[config.mk]
export PLATFORM = sky130hd
export DESIGN_NAME = cpu7_ifu_imem_resp
export DESIGN_NICKNAME = d
export VERILOG_FILES = /design/src/rtl/cpu7_ifu_imem_resp_pkg.sv /design/src/rtl/cpu7_imem_rot128.sv /design/src/rtl/cpu7_ifu_imem_resp.sv
export SDC_FILE = /design/constraint.sdc
export NUM_CORES = 1
export LEC_CHECK = 0
export BUFFER_PORTS_ARGS = -buffer_cell sky130_fd_sc_hd__buf_2
export CORE_AREA = 2 2 123 125
export DETAILED_ROUTE_END_ITERATION = 12
export DIE_AREA = 0 0 125 127
export SLEW_MARGIN = 20
export SYNTH_ARGS = -nofsm -noshare
export SYNTH_HDL_FRONTEND = slang
export SYNTH_SLANG_ARGS = --single-unit
[constraint.sdc]
create_clock -name clock -period 1.75 [get_ports clock]
set_clock_uncertainty 0.05 [all_clocks]
set_input_delay 0.35 -clock clock [delete_from_list [all_inputs] [get_ports clock]]
set_output_delay 0.35 -clock clock [all_outputs]
set_load 0.01 [all_outputs]
[src/rtl/cpu7_ifu_imem_resp_pkg.sv]
// Shared types and constants for the IFU instruction-memory responder.
//   IMEM_LINE_W   : SRAM line width in bits (4 instruction words)
//   EXCCODE_ADEF  : exception code reported for misaligned fetches
//   resp_pipe_t   : per-stage response pipeline payload
package cpu7_ifu_imem_resp_pkg;

  localparam int unsigned IMEM_LINE_W = 128;
  localparam int unsigned WORD_W      = 32;
  localparam logic [5:0]  EXCCODE_ADEF = 6'h08;
  localparam logic [7:0]  LFSR_SEED    = 8'hA5;

  typedef struct packed {
    logic       v;
    logic       ex;
    logic       uc;
    logic [1:0] sh;
  } resp_pipe_t;

  // Fibonacci step of x^8+x^6+x^5+x^4+1.
  function automatic logic [7:0] lfsr_next(input logic [7:0] s);
    return {s[6:0], s[7] ^ s[5] ^ s[4] ^ s[3]};
  endfunction

  // Valid words following slot 0 in the rotated line.
  function automatic logic [1:0] extra_words(input logic [1:0] sh);
    return 2'd3 - sh;
  endfunction

endpackage

[src/rtl/cpu7_imem_rot128.sv]
// Combinational word rotate of one SRAM line so the requested word lands in
// slot 0; vacated upper slots are zero filled.
//   line  : raw 128-bit SRAM line
//   sh    : word offset of the requested instruction (addr[3:2])
//   rot_c : shifted line, [31:0] = word sh of line
module cpu7_imem_rot128
  import cpu7_ifu_imem_resp_pkg::*;
(
  input  logic [IMEM_LINE_W-1:0] line,
  input  logic [1:0]             sh,
  output logic [IMEM_LINE_W-1:0] rot_c
);

  always_comb begin
    rot_c = '0;
    case (sh)
      2'd0: rot_c = line;
      2'd1: rot_c = {32'd0, line[127:32]};
      2'd2: rot_c = {64'd0, line[127:64]};
      2'd3: rot_c = {96'd0, line[127:96]};
      default: rot_c = '0;
    endcase
  end

endmodule

[src/rtl/cpu7_ifu_imem_resp.sv]
// Responder end of the IFU inst_* fetch interface in front of a synchronous
// 128-bit instruction SRAM. Each accepted fetch reads one line, and RAM_LAT
// cycles later returns it rotated so slot 0 holds the requested word.
// Misaligned fetches skip the SRAM and return an ADEF exception.
// inst_cancel drops every response accepted before the cancel cycle.
//
// Optional build macro CPU7_IMEM_RESP_STALL_EN: an 8-bit LFSR refuses about
// a quarter of requests to exercise the fetch unit's retry path.
//
// Ports:
//   clock, reset        : core clock, synchronous active-high reset
//   inst_req/inst_addr  : fetch request and byte address
//   inst_cancel         : kill all earlier accepted requests
//   inst_addr_ok        : request accepted this cycle
//   inst_valid ..       : response (rdata, count, ex, exccode, uncache)
//   ram_en/ram_addr     : SRAM read port
//   ram_rdata           : SRAM data, RAM_LAT cycles after ram_en
module cpu7_ifu_imem_resp
  import cpu7_ifu_imem_resp_pkg::*;
#(
  parameter int unsigned RAM_LAT = 1,
  parameter int unsigned LINE_AW = 12,
  parameter logic [2:0]  UC_SEG  = 3'b101
) (
  input  logic                   clock,
  input  logic                   reset,
  input  logic                   inst_req,
  input  logic [31:0]            inst_addr,
  input  logic                   inst_cancel,
  output logic                   inst_addr_ok,
  output logic                   inst_valid,
  output logic [IMEM_LINE_W-1:0] inst_rdata,
  output logic [1:0]             inst_count,
  output logic                   inst_ex,
  output logic [5:0]             inst_exccode,
  output logic                   inst_uncache,
  output logic                   ram_en,
  output logic [LINE_AW-1:0]     ram_addr,
  input  logic [IMEM_LINE_W-1:0] ram_rdata
);

  logic                   accept;
  logic                   aligned;
  logic                   head_ok;
  logic [IMEM_LINE_W-1:0] rot_line;
  resp_pipe_t             pipe [RAM_LAT];
  resp_pipe_t             head;

  // Middle address bits above the SRAM window are deliberately ignored.
  logic unused_addr;
  assign unused_addr = ^inst_addr;

`ifdef CPU7_IMEM_RESP_STALL_EN
  logic [7:0] lfsr;

  // Free-running refusal pattern, restarted from the seed on reset.
  always_ff @(posedge clock) begin
    if (reset) lfsr <= LFSR_SEED;
    else       lfsr <= lfsr_next(lfsr);
  end

  assign inst_addr_ok = ~reset & (lfsr[1:0] != 2'd0);
`else
  assign inst_addr_ok = ~reset;
`endif

  assign aligned  = (inst_addr[1:0] == 2'd0);
  assign accept   = inst_req & inst_addr_ok;
  assign ram_en   = accept & aligned;
  assign ram_addr = inst_addr[LINE_AW+3:4];

  // Response pipe. Cancel clears entries already in flight; the request
  // presented alongside the cancel still enters stage 0.
  always_ff @(posedge clock) begin
    if (reset) begin
      for (int unsigned i = 0; i < RAM_LAT; i++) pipe[i].v <= 1'b0;
    end else begin
      pipe[0].v <= accept;
      for (int unsigned i = 1; i < RAM_LAT; i++) pipe[i].v <= pipe[i-1].v & ~inst_cancel;
    end
    pipe[0].ex <= ~aligned;
    pipe[0].uc <= (inst_addr[31:29] == UC_SEG);
    pipe[0].sh <= inst_addr[3:2];
    for (int unsigned i = 1; i < RAM_LAT; i++) begin
      pipe[i].ex <= pipe[i-1].ex;
      pipe[i].uc <= pipe[i-1].uc;
      pipe[i].sh <= pipe[i-1].sh;
    end
  end

  assign head = pipe[RAM_LAT-1];

  cpu7_imem_rot128 u_rot (
    .line  (ram_rdata),
    .sh    (head.sh),
    .rot_c (rot_line)
  );

  // Cancel and reset suppress the response in their own cycle.
  assign inst_valid   = head.v & ~inst_cancel & ~reset;
  assign head_ok      = inst_valid & ~head.ex;
  assign inst_ex      = inst_valid & head.ex;
  assign inst_exccode = inst_ex ? EXCCODE_ADEF : 6'd0;
  assign inst_uncache = inst_valid & head.uc;
  assign inst_count   = head_ok ? extra_words(head.sh) : 2'd0;
  assign inst_rdata   = head_ok ? rot_line : '0;

endmodule

==> results of run 1 <==
==> area by class of cell <==
type,instances,share of cell area
inverters,2,0.00130
well taps,184,0.0399
flip-flops and latches,5,0.0186
repair buffers,350,0.425
clock buffers,4,0.0137
multi-input cells,308,0.502
==> Yosys cell counts <==
library cell and instances:
a211oi_1 64, mux2i_1 64, nor2_1 64, nor2b_1 35, and2_1 34, a2bb2oi_1 30
clkbuf_1 22, buf_4 18, buf_2 15, dfxtp_1 5, buf_6 3, clkbuf_2 3
nand2_1 3, or2_2 3, a21oi_1 2, conb_1 1, inv_1 1, inv_2 1
nor3_2 1, nor3b_1 1, or2_1 1, or4b_4 1
==> where the power goes <==
part | leakage [nW] | internal [mW] | switching [mW] | total [mW]
combinational | 2.71 | 0.449 | 0.461 | 0.910
sequential | 0.0425 | 0.120 | 0.0106 | 0.130
clock | 0.0382 | 0.301 | 0.0696 | 0.371
total | 2.79 | 0.870 | 0.541 | 1.41
==> through the flow <==
stage / power [mW] / hold slack [ns]
floorplan: 0.633 / 0.328
global placement: 0.992 / 0.403
detailed placement: 0.997 / 0.406
CTS: 1.39 / 0.176
global route: 1.50 / 0.175
finish: 1.41 / 0.177
==> how the worst max path moves through the flow <==
stage	slack, ns	depth (start not counted)	endpoint
after global placement	-0.45	6	inst_rdata[17]
after floorplan	-0.17	5	inst_rdata[67]
after global routing	-0.53	6	inst_rdata[24]
after detailed placement	-0.47	6	inst_rdata[21]
after CTS	-0.47	5	inst_rdata[12]
final	-0.46	6	inst_rdata[24]
==> repair_timing <==
action                                  4_1_cts  5_1_grt
endpoints found under the setup margin      130      130
pin swaps                                     3       10
gates cloned                                  0        2
buffers inserted                              8        2
gates resized for setup                      50       28
==> metal layers <==
layer	vias to the layer above	part of all wire
met5	-	0
met1	1748	0.41
met3	14	0.058
li1	1902	-
met2	181	0.52
met4	0	0.012
==> worst max-delay path, stage by stage (launching register included) <==
cell and delay, ns:
dfxtp_1 0.30, or4b_4 0.54, buf_12 0.17, buf_4 0.14, buf_4 0.13, a211oi_4 0.13
buf_2 0.17
==> cells by family (layout without fill, tap and decap cells) <==
logic type / Yosys count / after routing / synth area share
simple gates: 143 / 143 / 0.286
compound gates: 96 / 96 / 0.291
mux: 64 / 64 / 0.248
buf+inv: 63 / 356 / 0.135
flops: 5 / 5 / 0.0387
other cells: 1 / 5 / 0.00145
==> results.txt, run 1 <==
Status - finished, violations left
Failing checks - negative setup slack
Final setup margin - -0.457 ns
Hold Path Origin - inst_addr[3]
1st-iter DRT viols - 98
DR DRC count - 0
Worst hold path endpoint - pipe[0][1]$_DFF_P_
Via/cell ratio - 4.51
Synth Register Bits - 5
Synth cell types - 22
Crit Path Category - register to primary output
Mapped cell area - 0.00259 mm2
Routing usage on met3 - 0.0188
GP Congestion - 0.841
Cts bufs inserted - 3
GRT Total Usage - 0.147
Multi-input gate area - 0.00290 mm2
Reg clk slew, reported paths - 0.03 ns
TritonRoute pass-1 iters - 4
Synth area leaders - mux2i_1 25%, a211oi_1 19%, a2bb2oi_1 10%, nor2_1 9.3%, nor2b_1 8.5%
Commonest non-fill, non-tap cell in the layout - buf_2
Fin. Hold Viols - 0
CP Data Required Time - 1.35 ns
Syn. warnings - 0
Area grow syn2layout - 123%
Final setup viols - 130
N_diodes - 0
DP Cell Count - 837
DP Worst Slack - -0.473 ns
Leakage - 2.79 nW
Filler Cell Count - 1,498
Critical path arrival - 1.81 ns
Max-slew violations - 0
RSZ-0062 raised after global routing - yes
Nets - 834
CP startpoint - pipe[0][3]$_DFF_P_
Largest net degree at the start of global routing - 46
Commonest non-fill, non-tap cells in the layout - 231 x buf_2, 64 x mux2i_1, 55 x buf_4
PD cells - 245 mW/mm2
Number of antenna violations at the first check in global routing - 0
Max Clk Rate - 453 MHz
Placement Cell Area - 0.00515 mm2
M1 GR Usage - 0.175
Final core occ - 0.400
Most used routing layer - met2
CTS Root Cell - clkbuf_16
Max reg flops - 5
Layout Cells excl Fill - 853
Mapped Cells - 372
Placement row count - 44
Hold depth - 1
Biggest regs - pipe: 5 flops
Cts hold-fix bufs - 0
M2 GR Usage - 0.282
Dominant cell type by area after synthesis - mux2i_1
Die H - 127 um
Post-Route WL - 13.1 mm
Syn avg cell area - 6.95 um2
Tmin final - 2.21 ns
Initial Utilization - 0.179
Post-route cell area - 0.00577 mm2
Vias in the first global route - 3,870
Setup TNS - -47.97 ns
Critical-path maximum fanout - 6
Core Footprint - 0.0144 mm2
HP Class - primary input to register
Die width - 125 um
Clock tree sinks - 5
Crit. End Element - primary output
GRT overflow - 0
Clk buf depth - 2
DR WL/cell - 15.4 um
PortBufs - 274
Synth top area share - 0.248
CTS tree - yes
Htree depth - 1
Tcrit/Tclk final - 1.26
Share of layout cells above drive strength 1 - 0.698
Register Area - 108 um2
Max-cap violation count - 0
CP startpoint kind - register
IO Pins - 317
Register name with the most flops - pipe
Die area - 0.0159 mm2
Vias - 3,845
HPWL Detailed - 9.98 mm
Peak supply drop - 0.411 mV
Final ANT Viol Nets - 0
Post-synthesis sequential area ratio - 0.0387
Global-route wire length before repair - 19.7 mm
Note: power is estimated with default switching activity, not from simulation.
==> run 2: changes to the inputs <==
TNS_END_PERCENT = 5   (was not set)
==> run 2 against run 1 <==
- the run still ends with negative setup slack left
- critical path type is now primary input to primary output
- wire length down 7.2%
- combinational power is 11% lower
- cell area decreased by 11%
- core utilization down 4.6 points
- highest routed layer unchanged
- cell count fell by 2.1%
==> results.txt, run 2 (synthesis gave the netlist of run 1 again) <==
Status - finished, violations left
Failing checks - negative setup slack
DR WL/cell - 14.6 um (-5.2%)
TritonRoute pass-1 iters - 6 (+2)
Layout Cells excl Fill - 835 (-2.1%)
Placement row count - 44 (unchanged)
Crit Path Category - primary input to primary output
CP startpoint kind - primary input
Final core occ - 0.355 (-0.0455)
IO Pins - 317 (unchanged)
Area grow syn2layout - 97.7%
Die H - 127 um (unchanged)
HPWL Detailed - 9.81 mm (-1.7%)
Final ANT Viol Nets - 0 (unchanged)
GRT Total Usage - 0.140 (-0.00717)
PortBufs - 274 (unchanged)
CP delay by family, top - simple AND/OR/NAND/NOR gates
CP Data Required Time - 1.35 ns (about the same)
CTS Root Cell - clkbuf_16
Peak supply drop - 0.471 mV (+15%)
Nets - 816 (-2.2%)
Commonest non-fill, non-tap cell in the layout - buf_2
Max-cap violation count - 0 (unchanged)
# Post-CTS Setup Buffers - 0 (-8)
Cts bufs inserted - 3 (unchanged)
1st-iter DRT viols - 82 (-16%)
Biggest regs - pipe: 5 flops
Clock tree sinks - 5 (unchanged)
CTS tree - yes
GRT overflow - 0 (unchanged)
Largest net degree at the start of global routing - 46 (unchanged)
Reg clk slew, reported paths - 0.03 ns (about the same)
GP Congestion - 0.839 (-0.20%)
Cts hold-fix bufs - 0 (unchanged)
Initial Utilization - 0.179 (unchanged)
N_diodes - 0 (unchanged)
Leakage - 2.65 nW (-5.1%)
Total power - 1.32 mW (-6.5%)
Global-route wire length before repair - 18.8 mm (-4.4%)
RSZ-0062 raised after global routing - yes
CP max stage delay - 0.58 ns (+0.04 ns)
Crit. End Element - primary output
Final setup margin - -0.424 ns (+0.0331 ns)
Vias - 3,770 (-2.0%)
Final setup viols - 130 (unchanged)
Tcrit/Tclk final - 1.24 (-0.0189)
Vias in the first global route - 3,728 (-3.7%)
Tmin final - 2.17 ns (-0.0331 ns)
Clk buf depth - 2 (unchanged)
Commonest non-fill, non-tap cells in the layout - 244 x buf_2, 64 x mux2i_1, 41 x a211oi_1
DR DRC count - 0 (unchanged)
Htree depth - 1 (unchanged)
DP Cell Count - 831 (-0.72%)
Max-slew violations - 0 (unchanged)
Critical-path top delay cell - or4b_4
Share of layout cells above drive strength 1 - 0.611 (-0.0867)
DP Worst Slack - -0.454 ns (+0.0192 ns)
Critical-path maximum fanout - 16 (+10)
Die width - 125 um (unchanged)
PD cells - 258 mW/mm2 (+5.5%)
HP Class - primary input to register
Number of antenna violations at the first check in global routing - 0 (unchanged)
Die area - 0.0159 mm2 (unchanged)
Critical path arrival - 1.77 ns (-0.04 ns)
Via/cell ratio - 4.51 (+0.16%)
CP cell instances - buf_2, or4b_4, or2_4, buf_12, nor2_4, buf_6
Max Clk Rate - 460 MHz (+1.5%)
Filler Cell Count - 1,544 (+3.1%)
Register name with the most flops - pipe
CP Buf/Inv Count - 3 (-1)
Fin. Hold Viols - 0 (unchanged)
Max reg flops - 5 (unchanged)
Core Footprint - 0.0144 mm2 (unchanged)
Post-Route WL - 12.2 mm (-7.2%)
[run 2: changes by cell type in the layout (fill, tap and decap cells not counted), sizes merged]
cell,before,now
clkbuf,5,4
buf,349,332
[run 2: per-layer routing]
layer  global-route usage  wire, um  up-vias
met3               0.0159       661       20
li1                     -         -     1872
met5                    0         0        -
met1                0.171      4960     1724
met2                0.269      6420      154
met4               0.0203       141        0
[run 2: path summary, 6_finish.rpt]
| check | from | endpoint | slack [ns] | cells past startpoint |
|---|---|---|---|---|
| setup / recovery | reset | inst_rdata[84] | -0.42 | 6 |
| hold / removal | inst_addr[2] | pipe[0][0]$_DFF_P_ | 0.18 | 1 |
[run 2: cell type report]
| type | instances | area [um2] | area share |
|---|---|---|---|
| clock buffer | 4 | 78.8 | 0.0154 |
| tap | 184 | 230 | 0.0450 |
| inverter | 2 | 7.51 | 0.00147 |
| sequential | 5 | 108 | 0.0210 |
| timing repair buffer | 332 | 2140 | 0.419 |
| multi-input combinational | 308 | 2550 | 0.498 |
[run 2: per-stage QoR]
step                setup TNS [ns]  cell area [um2]  hold WS [ns]
floorplan                   -15.32             3000         0.328
global placement            -45.60             4780         0.402
detailed placement          -46.99             4780         0.408
CTS                         -43.24             5060         0.174
global route                -48.80             5110         0.176
finish                      -41.82             5110         0.177
[run 2: where the power goes]
part	switching, mW	internal [mW]
registers	0.0127	0.120
clock network	0.0750	0.302
logic	0.392	0.419
total	0.480	0.840
[run 2: what timing repair did]
action	CTS	global route
setup endpoints to repair	130	130
resized for setup	33	13
pin swaps	16	4
==> run 3: changes to the inputs <==
CAP_MARGIN = 20   (was not set)
CELL_PAD_IN_SITES_DETAIL_PLACEMENT = 0   (was not set)
CELL_PAD_IN_SITES_GLOBAL_PLACEMENT = 1   (was not set)
CORE_AREA = not set   (was 2 2 123 125)
CORE_ASPECT_RATIO = 0.9   (was not set)
CORE_UTILIZATION = 18   (was not set)
DIE_AREA = not set   (was 0 0 125 127)
PLACE_DENSITY = 0.86   (was not set)
==> run 3 against run 2 <==
- cell count increased by 1.6%
- non-clock buffer count rose by 4
- wire length decreased by 4.6%
- count of clock-buffer cells in the layout is the same
- core utilization up 0.36 points
- worst setup slack worse by 0.019 ns
- largest cell class unchanged
- critical path type is now register to primary output
- sequential power is essentially flat
- cell area is 1.9% lower
- hold slack hardly changed
- critical endpoint is now inst_rdata[14]
- largest power group unchanged
- the run still ends with negative setup slack left
- sequential share of layout area increased by 0.066 points
==> results.txt, run 3 (synthesis gave the netlist of run 1 again) <==
Post-Route WL - 11.6 mm (-4.6%)
Final setup margin - -0.442 ns (-0.0186 ns)
Worst setup endpoint - inst_rdata[14]
Fin. Hold Viols - 0 (unchanged)
Via/cell ratio - 4.44 (-1.6%)
Max-cap violation count - 0 (unchanged)
Layout Cells excl Fill - 848 (+1.6%)
HP Class - primary input to register
Die area - 0.0149 mm2 (-6.4%)
Die width - 128 um (+2.7%)
Placement row count - 41 (-6.8%)
DR WL/cell - 13.7 um (-6.1%)
Vias in the first global route - 3,428 (-8.0%)
PD cells - 261 mW/mm2 (+1.2%)
Die H - 116 um (-8.9%)
Tmin final - 2.19 ns (+0.0186 ns)
GRT overflow - 0 (unchanged)
Cts bufs inserted - 3 (unchanged)
Initial Utilization - 0.185 (+0.00537)
Commonest non-fill, non-tap cells in the layout - 258 x buf_2, 64 x mux2i_1, 49 x buf_4
Critical-path maximum fanout - 31 (+15)
Clock tree sinks - 5 (unchanged)
Core Footprint - 0.0140 mm2 (-2.9%)
Largest net degree at the start of global routing - 48 (+4.3%)
Max Clk Rate - 456 MHz (-0.85%)
DP Cell Count - 844 (+1.6%)
TritonRoute pass-1 iters - 4 (-2)
IO Pins - 317 (unchanged)
Final setup viols - 130 (unchanged)
PortBufs - 274 (unchanged)
Critical path arrival - 1.79 ns (+0.02 ns)
Crit Path Category - register to primary output
GRT Total Usage - 0.143 (+0.00295)
Commonest non-fill, non-tap cell in the layout - buf_2
Number of antenna violations at the first check in global routing - 0 (unchanged)
Cts hold-fix bufs - 0 (unchanged)
Final ANT Viol Nets - 0 (unchanged)
Crit. End Element - primary output
CTS tree - yes
Peak supply drop - 0.464 mV (-1.6%)
Max reg flops - 5 (unchanged)
Tcrit/Tclk final - 1.25 (+0.0106)
GP Congestion - 0.860 (+2.4%)
Failing checks - negative setup slack
CP Data Required Time - 1.35 ns (about the same)
DR DRC count - 0 (unchanged)
Filler Cell Count - 1,492 (-3.4%)
CP startpoint - pipe[0][3]$_DFF_P_
N_diodes - 0 (unchanged)
Reg clk slew, reported paths - 0.03 ns (about the same)
Area grow syn2layout - 94.0%
Biggest regs - pipe: 5 flops
Htree depth - 1 (unchanged)
HPWL Detailed - 9.64 mm (-1.8%)
Vias - 3,769 (-0.027%)
RSZ-0062 raised after global routing - yes
Nets - 820 (+0.49%)
Status - finished, violations left
Setup TNS - -43.59 ns (-1.77 ns)
CTS Root Cell - clkbuf_16
Clk buf depth - 2 (unchanged)
Total power - 1.31 mW (-0.77%)
Leakage - 2.65 nW (-0.18%)
# Post-CTS Setup Buffers - 0 (unchanged)
CP startpoint kind - register
Max-slew violations - 0 (unchanged)
1st-iter DRT viols - 104 (+27%)
Share of layout cells above drive strength 1 - 0.608 (-0.00373)
Register name with the most flops - pipe
Global-route wire length before repair - 17.3 mm (-7.9%)
==> run 3: critical path, stage by stage, from the launching register on <==
cell and delay (ns):
dfxtp_2 0.31, or4b_4 0.52, buf_4 0.27, a211oi_1 0.26, buf_2 0.18
==> run 3: report_power, final <==
part	switching, mW	internal, mW	leakage [nW]
logic	0.391	0.422	2.57
clock network	0.0679	0.301	0.0382
registers	0.00875	0.120	0.0422
==> run 3: final cells by class <==
type,count,area (um2),share of cell area
clock buffer,4,78.8,0.0157
inverter,2,7.51,0.00150
multi-input combinational,308,2520,0.503
sequential,5,109,0.0217
tap,193,241,0.0481
timing repair buffer,336,2060,0.410
==> run 3: what timing repair did <==
item | 4_1_cts | 5_1_grt
cloned | 0 | 0
pin swaps | 13 | 1
gates resized for setup | 21 | 3
endpoints found under the setup margin | 130 | 130
==> run 3: worst min path at each step <==
| stage | start | end | slack (ns) | cells after the start |
|---|---|---|---|---|
| 2_1_floorplan | inst_addr[2] | pipe[0][0]$_DFF_P_ | 0.33 | 0 |
| 3_3_place_gp | inst_addr[3] | pipe[0][1]$_DFF_P_ | 0.40 | 1 |
| 3_5_place_dp | inst_addr[2] | pipe[0][0]$_DFF_P_ | 0.41 | 1 |
| 4_1_cts | inst_addr[2] | pipe[0][0]$_DFF_P_ | 0.18 | 1 |
| 5_1_grt | inst_addr[2] | pipe[0][0]$_DFF_P_ | 0.17 | 1 |
| 6_report | inst_addr[2] | pipe[0][0]$_DFF_P_ | 0.18 | 1 |
==> run 3: routing by layer <==
metal / track usage / part of all wire
met1: 0.178 / 0.42
met5: 0 / 0
met2: 0.272 / 0.51
met4: 0.0204 / 0.0082
met3: 0.0120 / 0.056
==> run 3: through the flow <==
stage / util / instance area (um2) / hold slack [ns] / setup slack, ns
final: 0.358 / 5020 / 0.177 / -0.442
after detailed placement: 0.343 / 4810 / 0.406 / -0.459
after global placement: 0.343 / 4810 / 0.404 / -0.441
after floorplan: - / 3000 / 0.328 / -0.175
after CTS: 0.357 / 5000 / 0.175 / -0.456
after global routing: 0.358 / 5020 / 0.174 / -0.482
